==> src/rtl/huffman_if.sv <==
// huffman_if: symbol-in valid/ready handshake plus serial code-bit output of the encoder
interface huffman_if #(parameter int FIFO_DEPTH = 4);
  localparam int CW = $clog2(FIFO_DEPTH) + 1;
  logic [2:0] sym_in;
  logic sym_valid;
  logic sym_ready;
  logic out;
  logic out_valid;
  logic sym_start;
  logic err_sym;
  logic [CW-1:0] fifo_count;
  modport master (
    output sym_in, sym_valid,
    input sym_ready, out, out_valid, sym_start, err_sym, fifo_count
  );
  modport slave (
    input sym_in, sym_valid,
    output sym_ready, out, out_valid, sym_start, err_sym, fifo_count
  );
endinterface

==> src/rtl/huffman_encoder.sv <==
// huffman_encoder: buffers symbols 1..6 in a FIFO and serializes their prefix codes MSB-first
module huffman_encoder #(
  parameter int FIFO_DEPTH = 4
) (
  input logic clk,
  input logic rst,
  huffman_if.slave bus
);
  localparam int AW = $clog2(FIFO_DEPTH);
  localparam int CW = AW + 1;
  typedef enum logic {IDLE, SHIFT} state_e;
  state_e state_q, state_d;
  logic [2:0] mem_q [FIFO_DEPTH];
  logic [AW-1:0] wptr_q, rptr_q;
  logic [CW-1:0] count_q, count_d;
  logic [5:0] sh_q, sh_d;
  logic [2:0] len_q, len_d;
  logic start_q, start_d, err_q;
  logic xfer, legal, push, pop;
  logic [2:0] head;
  assign bus.sym_ready = !rst && (count_q < CW'(FIFO_DEPTH));
  assign xfer = bus.sym_valid && bus.sym_ready;
  assign legal = (bus.sym_in != 3'd0) && (bus.sym_in != 3'd7);
  assign push = xfer && legal;
  assign head = mem_q[rptr_q];
  // Reload on the last bit of a codeword keeps back-to-back codes gap-free
  assign pop = (count_q != '0) && (state_q == IDLE || len_q == 3'd1);
  assign count_d = count_q + CW'(push) - CW'(pop);
  always_comb begin
    state_d = state_q;
    sh_d = sh_q;
    len_d = len_q;
    start_d = 1'b0;
    if (pop) begin
      state_d = SHIFT;
      start_d = 1'b1;
      sh_d = head == 3'd1 ? 6'b000000 :
             head == 3'd2 ? 6'b010000 :
             head == 3'd3 ? 6'b100000 :
             head == 3'd4 ? 6'b110000 :
             head == 3'd5 ? 6'b111000 : 6'b111001;
      len_d = head <= 3'd3 ? 3'd2 : head == 3'd4 ? 3'd3 : 3'd6;
    end else if (state_q == SHIFT) begin
      sh_d = {sh_q[4:0], 1'b0};
      len_d = len_q - 3'd1;
      state_d = len_q == 3'd1 ? IDLE : SHIFT;
    end
  end
  always_ff @(posedge clk) begin
    if (rst) begin
      state_q <= IDLE;
      sh_q <= '0;
      len_q <= '0;
      start_q <= 1'b0;
      err_q <= 1'b0;
      count_q <= '0;
      wptr_q <= '0;
      rptr_q <= '0;
    end else begin
      state_q <= state_d;
      sh_q <= sh_d;
      len_q <= len_d;
      start_q <= start_d;
      err_q <= xfer && !legal;
      count_q <= count_d;
      wptr_q <= wptr_q + AW'(push);
      rptr_q <= rptr_q + AW'(pop);
    end
  end
  always_ff @(posedge clk) begin
    if (push) mem_q[wptr_q] <= bus.sym_in;
  end
  assign bus.out = (state_q == SHIFT) && sh_q[5];
  assign bus.out_valid = state_q == SHIFT;
  assign bus.sym_start = start_q;
  assign bus.err_sym = err_q;
  assign bus.fifo_count = count_q;
endmodule

==> src/flat_wrapper.sv <==
// flat-port wrapper written by rule: the top's interface ports become plain ports
module huffman_encoder_flat 
#(
  parameter int FIFO_DEPTH = 4
)
  (clk, rst, bus_sym_in, bus_sym_valid, bus_sym_ready, bus_out, bus_out_valid, bus_sym_start, bus_err_sym, bus_fifo_count);
  huffman_if #(.FIFO_DEPTH(FIFO_DEPTH)) bus_i ();
  input logic clk;
  input logic rst;
  input wire logic [$bits(bus_i.sym_in)-1:0] bus_sym_in;
  input wire logic [$bits(bus_i.sym_valid)-1:0] bus_sym_valid;
  output wire logic [$bits(bus_i.sym_ready)-1:0] bus_sym_ready;
  output wire logic [$bits(bus_i.out)-1:0] bus_out;
  output wire logic [$bits(bus_i.out_valid)-1:0] bus_out_valid;
  output wire logic [$bits(bus_i.sym_start)-1:0] bus_sym_start;
  output wire logic [$bits(bus_i.err_sym)-1:0] bus_err_sym;
  output wire logic [$bits(bus_i.fifo_count)-1:0] bus_fifo_count;
  assign bus_i.sym_in = bus_sym_in;
  assign bus_i.sym_valid = bus_sym_valid;
  assign bus_sym_ready = bus_i.sym_ready;
  assign bus_out = bus_i.out;
  assign bus_out_valid = bus_i.out_valid;
  assign bus_sym_start = bus_i.sym_start;
  assign bus_err_sym = bus_i.err_sym;
  assign bus_fifo_count = bus_i.fifo_count;
  huffman_encoder #(.FIFO_DEPTH(FIFO_DEPTH)) u_core (.clk(clk), .rst(rst), .bus(bus_i));
endmodule
==> config.mk <==
export PLATFORM = sky130hd
export DESIGN_NAME = huffman_encoder_flat
export DESIGN_NICKNAME = d
export VERILOG_FILES = /design/src/rtl/huffman_if.sv /design/src/rtl/huffman_encoder.sv /design/src/flat_wrapper.sv
export SDC_FILE = /design/constraint.sdc
export NUM_CORES = 1
export LEC_CHECK = 0
export ABC_AREA = 1
export ABC_CLOCK_PERIOD_IN_PS = 3100
export CAP_MARGIN = 20
export CORE_MARGIN = 2
export CORE_UTILIZATION = 45
export CTS_BUF_LIST = sky130_fd_sc_hd__clkbuf_4 sky130_fd_sc_hd__clkbuf_8
export DETAILED_ROUTE_END_ITERATION = 10
export GPL_TIMING_DRIVEN = 0
export PLACE_DENSITY = 0.74
export SLEW_MARGIN = 20
export SYNTH_ARGS = -nofsm -noshare
export SYNTH_HDL_FRONTEND = slang
export SYNTH_SLANG_ARGS = --single-unit
==> constraint.sdc <==
create_clock -name clk -period 3.1 [get_ports clk]
set_clock_uncertainty 0.1 [all_clocks]
set_input_delay 0.62 -clock clk [delete_from_list [all_inputs] [get_ports clk]]
set_output_delay 0.62 -clock clk [all_outputs]
set_load 0.005 [all_outputs]
# == After elaboration in Yosys (flattened, before gate mapping) ==
# Memory sizes are Yosys's and may differ from the RTL's. A register that Yosys moved wholly into a read port is not among the register bits.
# Index checks and enable logic that the tools add are counted.
# classes
add_sub_neg,5
order_cmp,2
n_eq_ne,7
n_mux,18
n_bitwise,1
n_reduce_logical,13
# ops
operator,count
$mux 6,6
$mux 3,4
$logic_and 1x1->1,7
$mux 1,7
$eq 3x1->1 const B,2
$eq 3x2->1 const B,2
$eq 3x3->1 const B,2
$reduce_bool 3->1,2
$add 2x1->2,2
$add 3x1->3,1
$le 3x2->1 const B,1
$lt 3x3->1 const B,1
$ne 3x3->1 const B,1
$sub 3x1->3,1
$sub 3x1->3 const B,1
$logic_not 1->1,2
$mux 2,1
$reduce_bool 2->1,1
$logic_or 1x1->1,1
$not 1->1,1
# word_totals
ff_bits,19
ram_bits,12
input_bits,6
out_inout_bits,8
wordCells,55
n_memories,1
# memory_table
name,words,word_bits,read_ports,rd_ports_with_merged_regs,write_ports,line,source
u_core.mem_q,4,3,1,1,1,huffman_encoder.sv:13,logic [2:0] mem_q [FIFO_DEPTH];

# == Depth between registers and ports, before layout ==
# Gate-level depths: netlist of the first run.
# logic_depth
word_depth,7
mapped_depth,12
depth_no_buf,12

# == Worst setup path after synthesis of the first run ==
# OpenSTA, ideal clock, no wires.
# synth_timing
kind,in2reg
startpoint,input port bus_sym_in[1]
endpoint,"register u_core.count_q[2], in the netlist u_core.bus.fifo_count[2]"
setup_ns,0.071
arrival_ns,2.061
required_time_ns,2.929
setup_slack_ns,0.868
stages,7
path_buffers,0
path_cell_list,or3_1 nand2_1 nor2_1 ha_1 fa_1 or2_2 a21oi_1
# synth_between
elab_chain_cells,5
word_cells_on_any_way,6
cone_classes,2 x add/sub; 1 x eq/ne; 3 x reduce/logical
# synth_rtl
element,line,source
from (decl),flat_wrapper.sv:10,input wire logic [$bits(bus_i.sym_in)-1:0] bus_sym_in;
$ne 3x3->1 / $reduce_bool 3->1 (equally long branches),huffman_encoder.sv:23,assign legal = (bus.sym_in != 3'd0) && (bus.sym_in != 3'd7);
$logic_and 1x1->1 (*),huffman_encoder.sv:23,
$logic_and 1x1->1 (*),huffman_encoder.sv:24,assign push = xfer && legal;
$add 3x1->3 (*),huffman_encoder.sv:28,assign count_d = count_q + CW'(push) - CW'(pop);
$sub 3x1->3 (*),huffman_encoder.sv:28,
to (signal assigned),huffman_encoder.sv:65,count_q <= count_d;
to (decl),huffman_encoder.sv:15,"logic [CW-1:0] count_q, count_d;"
# Mark *: on every way between the ends. The rest lies on a longest branch, timed or not.
# A chain may end at the register's enable or synchronous reset.

# == Worst setup path after layout of the first run ==
# layout_timing
startpoint,input port rst
endpoint,output port bus_sym_ready
# layout_between
elab_chain_cells,2
# layout_rtl
element,line,source
from (decl),flat_wrapper.sv:9,input logic rst;
$logic_not 1->1,huffman_encoder.sv:21,assign bus.sym_ready = !rst && (count_q < CW'(FIFO_DEPTH));
$logic_and 1x1->1,huffman_encoder.sv:21,
to (decl),flat_wrapper.sv:12,output wire logic [$bits(bus_i.sym_ready)-1:0] bus_sym_ready;
# No other way between the ends.

==> results of run 1 <==
[worst max-delay path, cell delays in order]
cell,delay [ns]
clkdlybuf4s50_1,0.49
nor2_1,0.20
clkdlybuf4s50_1,0.53
[worst paths after layout]
kind	startpoint	endpoint	slack, ns	cells after the start
setup / recovery	rst	bus_sym_ready	0.54	3
hold / removal	u_core.sh_q[0]$_SDFFE_PP0P_	u_core.sh_q[0]$_SDFFE_PP0P_	0.38	2
setup reg to reg	u_core.len_q[1]$_SDFFE_PP0P_	u_core.bus.fifo_count[2]$_SDFF_PP0_	0.74	12
hold reg to reg	u_core.sh_q[0]$_SDFFE_PP0P_	u_core.sh_q[0]$_SDFFE_PP0P_	0.38	2
[sequential cells by signal, summed over array words and instances, names as in the netlist]
signal	flops
u_core.mem_q	12
u_core.sh_q	6
u_core.bus.fifo_count	3
u_core.len_q	3
u_core.rptr_q	2
u_core.wptr_q	2
u_core.bus.err_sym	1
u_core.bus.out_valid	1
u_core.bus.sym_start	1
[layout make-up]
cell class | count | area [um2] | share of cell area, %
Buffer | 3 | 16.3 | 0.929
Clock buffer | 5 | 37.5 | 2.14
Clock inverter | 3 | 25.0 | 1.43
Inverter | 25 | 101 | 5.79
Multi-Input combinational cell | 122 | 644 | 36.8
Sequential cell | 31 | 741 | 42.3
Tap cell | 44 | 55.1 | 3.15
Timing Repair Buffer | 13 | 130 | 7.43
[metrics by stage]
stage	total power, uW	hold WS [ns]	worst slack (ns)
after floorplan	1120	0.344	0.868
after global placement	1270	0.361	0.289
after detailed placement	1300	0.367	0.222
after CTS	1540	0.384	0.537
after global routing	1670	0.408	0.461
final	1520	0.381	0.536
[cells by family (layout without fill, tap and decap cells)]
family	after synthesis	after routing
AOI/OAI and AO/OA	23	23
adders and majority gates	7	7
buffers and inverters	28	49
DFF	31	31
and+or+nand+nor	88	88
xor gates and xnor gates	4	4
[cell usage in the layout (no fill, tap or decap), types with 2 or more instances in the layout]
| cell | count |
|---|---|
| clkinv_4 | 2 |
| nand2_1 | 43 |
| inv_1 | 21 |
| nand2_2 | 2 |
| clkbuf_4 | 5 |
| nand3_1 | 11 |
| nor2_1 | 23 |
| edfxtp_1 | 12 |
| xor2_1 | 2 |
| o21ai_0 | 10 |
| xnor2_1 | 2 |
| ha_1 | 6 |
| inv_2 | 2 |
| dfxtp_1 | 19 |
| clkdlybuf4s50_1 | 13 |
| a21oi_1 | 10 |
[layer usage]
metal	routed length (um)	vias to the layer above	track usage (%)
li1	-	618	-
met1	1110	504	18.3
met2	1180	14	24.5
met3	79	5	4.97
met4	53	0	8.21
met5	0	-	0
[where the power goes]
group / internal (uW) / switching [uW]
sequential: 517 / 60.1
combinational: 297 / 413
clock: 90.6 / 147
==> flow_summary.json, run 1 <==
{
  "synth_area_um2": 1500,
  "crit_arrival_ns": 1.84,
  "drc": 0,
  "yosys.area_share.adder_pct": 6.33,
  "drt-total-wl_um": 2420,
  "finalNetCount": 214,
  "grt_max_degree": 13,
  "post-route-min-period_ns": 2.56,
  "synth_top_area_share_pct": 25.3,
  "hold_viol_final": 0,
  "cp-start-kind": "input pin",
  "drive_gt1_share_pct": 10.4,
  "cts_sinks": 31,
  "setup_violations": 0,
  "yosysWarnings": 0,
  "rsz0062_at_grt": "false",
  "syn_nets": 194,
  "initial_utilization_pct": 48.4,
  "yosysTopAreaCell": "dfxtp_1",
  "cts_htree_levels": 2,
  "die_area_um2": 3820,
  "synth-edff-count": 12,
  "fillers": 302,
  "synth_compound_area_share_pct": 7.99,
  "tightest_slew_ns": 0.418,
  "max-slew-margin-rel_pct": 72.2,
  "die_w_um": 61.8,
  "cts_root_buf": "clkbuf_4",
  "first_iter_violations": 30,
  "fin_util_pct": 56.4,
  "grt-ovfl-total": 0,
  "port_buffers": 13,
  "synth_area_leaders": "dfxtp_1 25%, edfxtp_1 24%, nand2_1 11%",
  "synth_most_common_cell": "nand2_1",
  "clk_latency_ns": 0.33,
  "path_max_fanout": 4,
  "synth-simple-area-share_pct": 26.2,
  "grt_pass1_wl_um": 4150,
  "finalInstanceArea_um2": 1750,
  "synth_cell_types": 31,
  "worstHoldPathType": "reg2reg",
  "postCtsSetupRepairBufs": 0,
  "ctsResizeCount": 0,
  "syn_to_final_growth_pct": 16.5,
  "core_area_um2": 3100,
  "row_count": 20,
  "synth_flop_cell": "dfxtp_1",
  "cts_hold_buf": 0,
  "leakage_uw": 0.000771,
  "place_hpwl_um": 1930,
  "synthArstFlopShare_pct": 0,
  "status": "finished clean",
  "wl_per_cell_um": 9.84,
  "clock_path_buffers": 2,
  "critPathKind": "in2out",
  "antenna_found_initial": 0,
  "synth-xor-area-share_pct": 2.33,
  "ys_top_cells_by_count": "43 x nand2_1, 23 x nor2_1, 21 x inv_1",
  "gp_congestion": 0.812,
  "end_kind": "output port",
  "dp_cells": 238,
  "io_pins": 14,
  "grt_pass1_vias": 1006,
  "ant_nets": 0,
  "synth_cells": 181,
  "cts_buffers": 5,
  "synth_top_family_by_area": "simple AND/OR/NAND/NOR gates",
  "max_freq_mhz": 390,
  "instances_no_fill": 246,
  "slew_viol_final": 0,
  "ys_seq_elements": 31,
  "power_density_nw_per_um2": 871,
  "drv_cap": 0,
  "finalCritPeriodShare_pct": 82.7,
  "cp.required_ns": 2.38,
  "timing.setup.tns_ns": 0,
  "first_pass_iters": 4,
  "via_per_inst": 4.64,
  "place_area_um2": 1690,
  "clkTransAtPathRegs_ns": 0.10,
  "synth.avg_cell_area_um2": 8.30,
  "ir_drop_mv": 0.423,
  "ys_seq_area_share_pct": 49.3,
  "vias": 1141,
  "synthMuxAreaShare_pct": 0,
  "cts_tree": "yes",
  "die_y_um": 61.8,
  "track_usage_pct": 15.3,
  "antennaDiodeCount": 0
}
Power figures use the tool's default switching activity.
==> run 2: changes to the inputs <==
--- a/config.mk
+++ b/config.mk
@@ -6,7 +6,7 @@
 export NUM_CORES = 1
 export LEC_CHECK = 0
 export ABC_AREA = 1
-export ABC_CLOCK_PERIOD_IN_PS = 3100
+export ABC_CLOCK_PERIOD_IN_PS = 2450
 export CAP_MARGIN = 20
 export CORE_MARGIN = 2
 export CORE_UTILIZATION = 45
==> constraint.sdc (replaced) <==
create_clock -name clk -period 2.45 [get_ports clk]
set_clock_uncertainty 0.1 [all_clocks]
set_input_delay 0.49 -clock clk [delete_from_list [all_inputs] [get_ports clk]]
set_output_delay 0.49 -clock clk [all_outputs]
set_load 0.005 [all_outputs]
==> run 2 against run 1 <==
  * Final area grew 1.1%
  * Hold slack about the same
  * Sequential cell count unchanged
  * Sequential share of layout area is 0.38 points lower
  * Non-clock buffer count rose by 1
  * Combinational power is 29% higher
  * First-iteration DRC count rose by 17%
  * Global-route usage unchanged
  * Sequential power up 27%
  * Setup slack worse by 0.41 ns
  * Critical path type is now reg2reg
==> flow_summary.json, run 2 (synthesis gave the netlist of run 1 again) <==
{
  "clock_path_buffers": 2,
  "vias": 1150,
  "finalNetCount": 215,
  "place_hpwl_um": 1930,
  "grt_pass1_vias": 1006,
  "drv_cap": 0,
  "power_density_nw_per_um2": 1100,
  "met1_usage_pct": 18.3,
  "antennaDiodeCount": 0,
  "crit_cells": 12,
  "cts_root_buf": "clkbuf_4",
  "finalCritPeriodShare_pct": 95.0,
  "grt_pass1_wl_um": 4150,
  "gr-max-usage-layer": "met2",
  "r2r_setup_slack_ns": 0.12,
  "critPathKind": "reg2reg",
  "max_freq_mhz": 429,
  "leakage_uw": 0.000795,
  "drive_gt1_share_pct": 11.8,
  "io_pins": 14,
  "end_kind": "flop",
  "ir_drop_mv": 0.594,
  "met2_usage_pct": 24.5,
  "met3_usage_pct": 4.97,
  "die_area_um2": 3820,
  "rsz0062_at_grt": "false",
  "hold_viol_final": 0,
  "cts_sinks": 31,
  "ant_nets": 0,
  "layout_common_cells": "43 x nand2_1, 23 x nor2_1, 21 x inv_1",
  "drc": 0,
  "drt-total-wl_um": 2450,
  "cts_htree_levels": 2,
  "row_count": 20,
  "fillers": 300,
  "track_usage_pct": 15.3,
  "timing.setup.tns_ns": 0,
  "instances_no_fill": 247,
  "wl_per_cell_um": 9.91,
  "path_max_fanout": 7,
  "regToRegStartpoint": "u_core.len_q[1]$_SDFFE_PP0P_",
  "die_y_um": 61.8,
  "first_iter_violations": 35,
  "cp.required_ns": 2.62,
  "cts_tree": "yes",
  "core_area_um2": 3100,
  "path_cells": "inv_1 > ha_1 > nand2_1 > nand2_2 > nand2_8 > inv_6 > ha_1 > inv_1 > ha_1 > fa_1 > or2_2 > a21oi_1",
  "clkTransAtPathRegs_ns": 0.11,
  "crit_slowest_cell": "fa_1",
  "reg_top3": "u_core.mem_q (12), u_core.sh_q (6)",
  "worstHoldStart": "u_core.sh_q[0]$_SDFFE_PP0P_",
  "status": "finished clean",
  "cts_hold_buf": 0,
  "largest_reg_flops": 12,
  "initial_utilization_pct": 48.4,
  "cp-start-kind": "flop",
  "dp_slack_ns": -0.298,
  "setup_violations": 0,
  "tightest_slew_ns": 0.423,
  "first_pass_iters": 4,
  "reg2reg_to": "u_core.bus.fifo_count[2]$_SDFF_PP0_",
  "antenna_found_initial": 0,
  "gp_congestion": 0.812,
  "r2r.worst_path.cells": 12,
  "post-route-min-period_ns": 2.33,
  "setup_ws_ns": 0.122,
  "clk_latency_ns": 0.33,
  "die_w_um": 61.8,
  "syn_to_final_growth_pct": 17.7,
  "crit_arrival_ns": 2.50,
  "slowest_delay_ns": 0.38,
  "port_buffers": 13,
  "holdPathEnd": "u_core.sh_q[0]$_SDFFE_PP0P_",
  "grt_max_degree": 13,
  "critical_path.top_delay_family": "adder cells",
  "cts_buffers": 5,
  "dp_cells": 238,
  "crit_top_cell": "ha_1",
  "grt-ovfl-total": 0,
  "worstHoldPathType": "reg2reg",
  "top_register": "u_core.mem_q",
  "final_common_cell": "nand2_1",
  "critPathBufInv": 3,
  "via_per_inst": 4.66,
  "slew_viol_final": 0,
  "holdPathStages": 2,
  "max-slew-margin-rel_pct": 71.8
}
run 2: worst reg2reg max path: cells and delay by family (launching register included):
family                   cells  cell delay [ns]
AO/OA/AOI/OAI                1             0.12
AND/OR/NAND/NOR              4             0.58
buffers and inverters        3             0.13
flip-flops                   1             0.34
adder cells (fa/ha/maj)      4             1.02
run 2: worst max path at each step:
stage / start / slack (ns) / to
2_1_floorplan: u_core.len_q[1]$_SDFFE_PP0P_ / 0.23 / u_core.bus.fifo_count[2]$_SDFF_PP0_
3_3_place_gp: bus_sym_in[1] / -0.23 / u_core.bus.fifo_count[2]$_SDFF_PP0_
3_5_place_dp: bus_sym_in[1] / -0.30 / u_core.bus.fifo_count[2]$_SDFF_PP0_
4_1_cts: bus_sym_in[1] / 0.07 / u_core.bus.fifo_count[2]$_SDFF_PP0_
5_1_grt: bus_sym_in[2] / 0.02 / u_core.bus.fifo_count[2]$_SDFF_PP0_
6_report: u_core.len_q[1]$_SDFFE_PP0P_ / 0.12 / u_core.bus.fifo_count[2]$_SDFF_PP0_
run 2: what timing repair did:
action                                  in CTS  in global routing
buffers inserted                             0                  1
resized for setup                            0                  4
endpoints found under the setup margin       0                  1
run 2: through the flow:
step                      utilization (%)  total power (uW)  hold slack (ns)  instance area [um2]
final                                57.0              1950            0.381                 1770
after global routing                 57.0              2130            0.388                 1770
after CTS                            56.4              1950            0.384                 1750
after detailed placement             54.4              1650            0.367                 1690
after global placement               54.4              1610            0.361                 1690
after floorplan                         -              1420            0.344                 1500
run 2: metal layers:
metal | vias to the layer above | wire length [um]
met3 | 5 | 75
met4 | 0 | 53
li1 | 619 | -
met5 | - | 0
met1 | 514 | 1120
met2 | 12 | 1200
run 2: layout make-up:
type / count / area (um2) / share of cell area, %
multi-input combinational: 122 / 649 / 36.7
tap: 44 / 55.1 / 3.11
clock inverter: 3 / 25.0 / 1.41
timing repair buffer: 14 / 143 / 8.06
sequential: 31 / 742 / 41.9
inverter: 25 / 101 / 5.73
buffer: 3 / 16.3 / 0.919
clock buffer: 5 / 37.5 / 2.12
run 2: report_power, final:
part,switching [uW],internal [uW]
clock,185,115
combinational,528,388
sequential,75.6,655
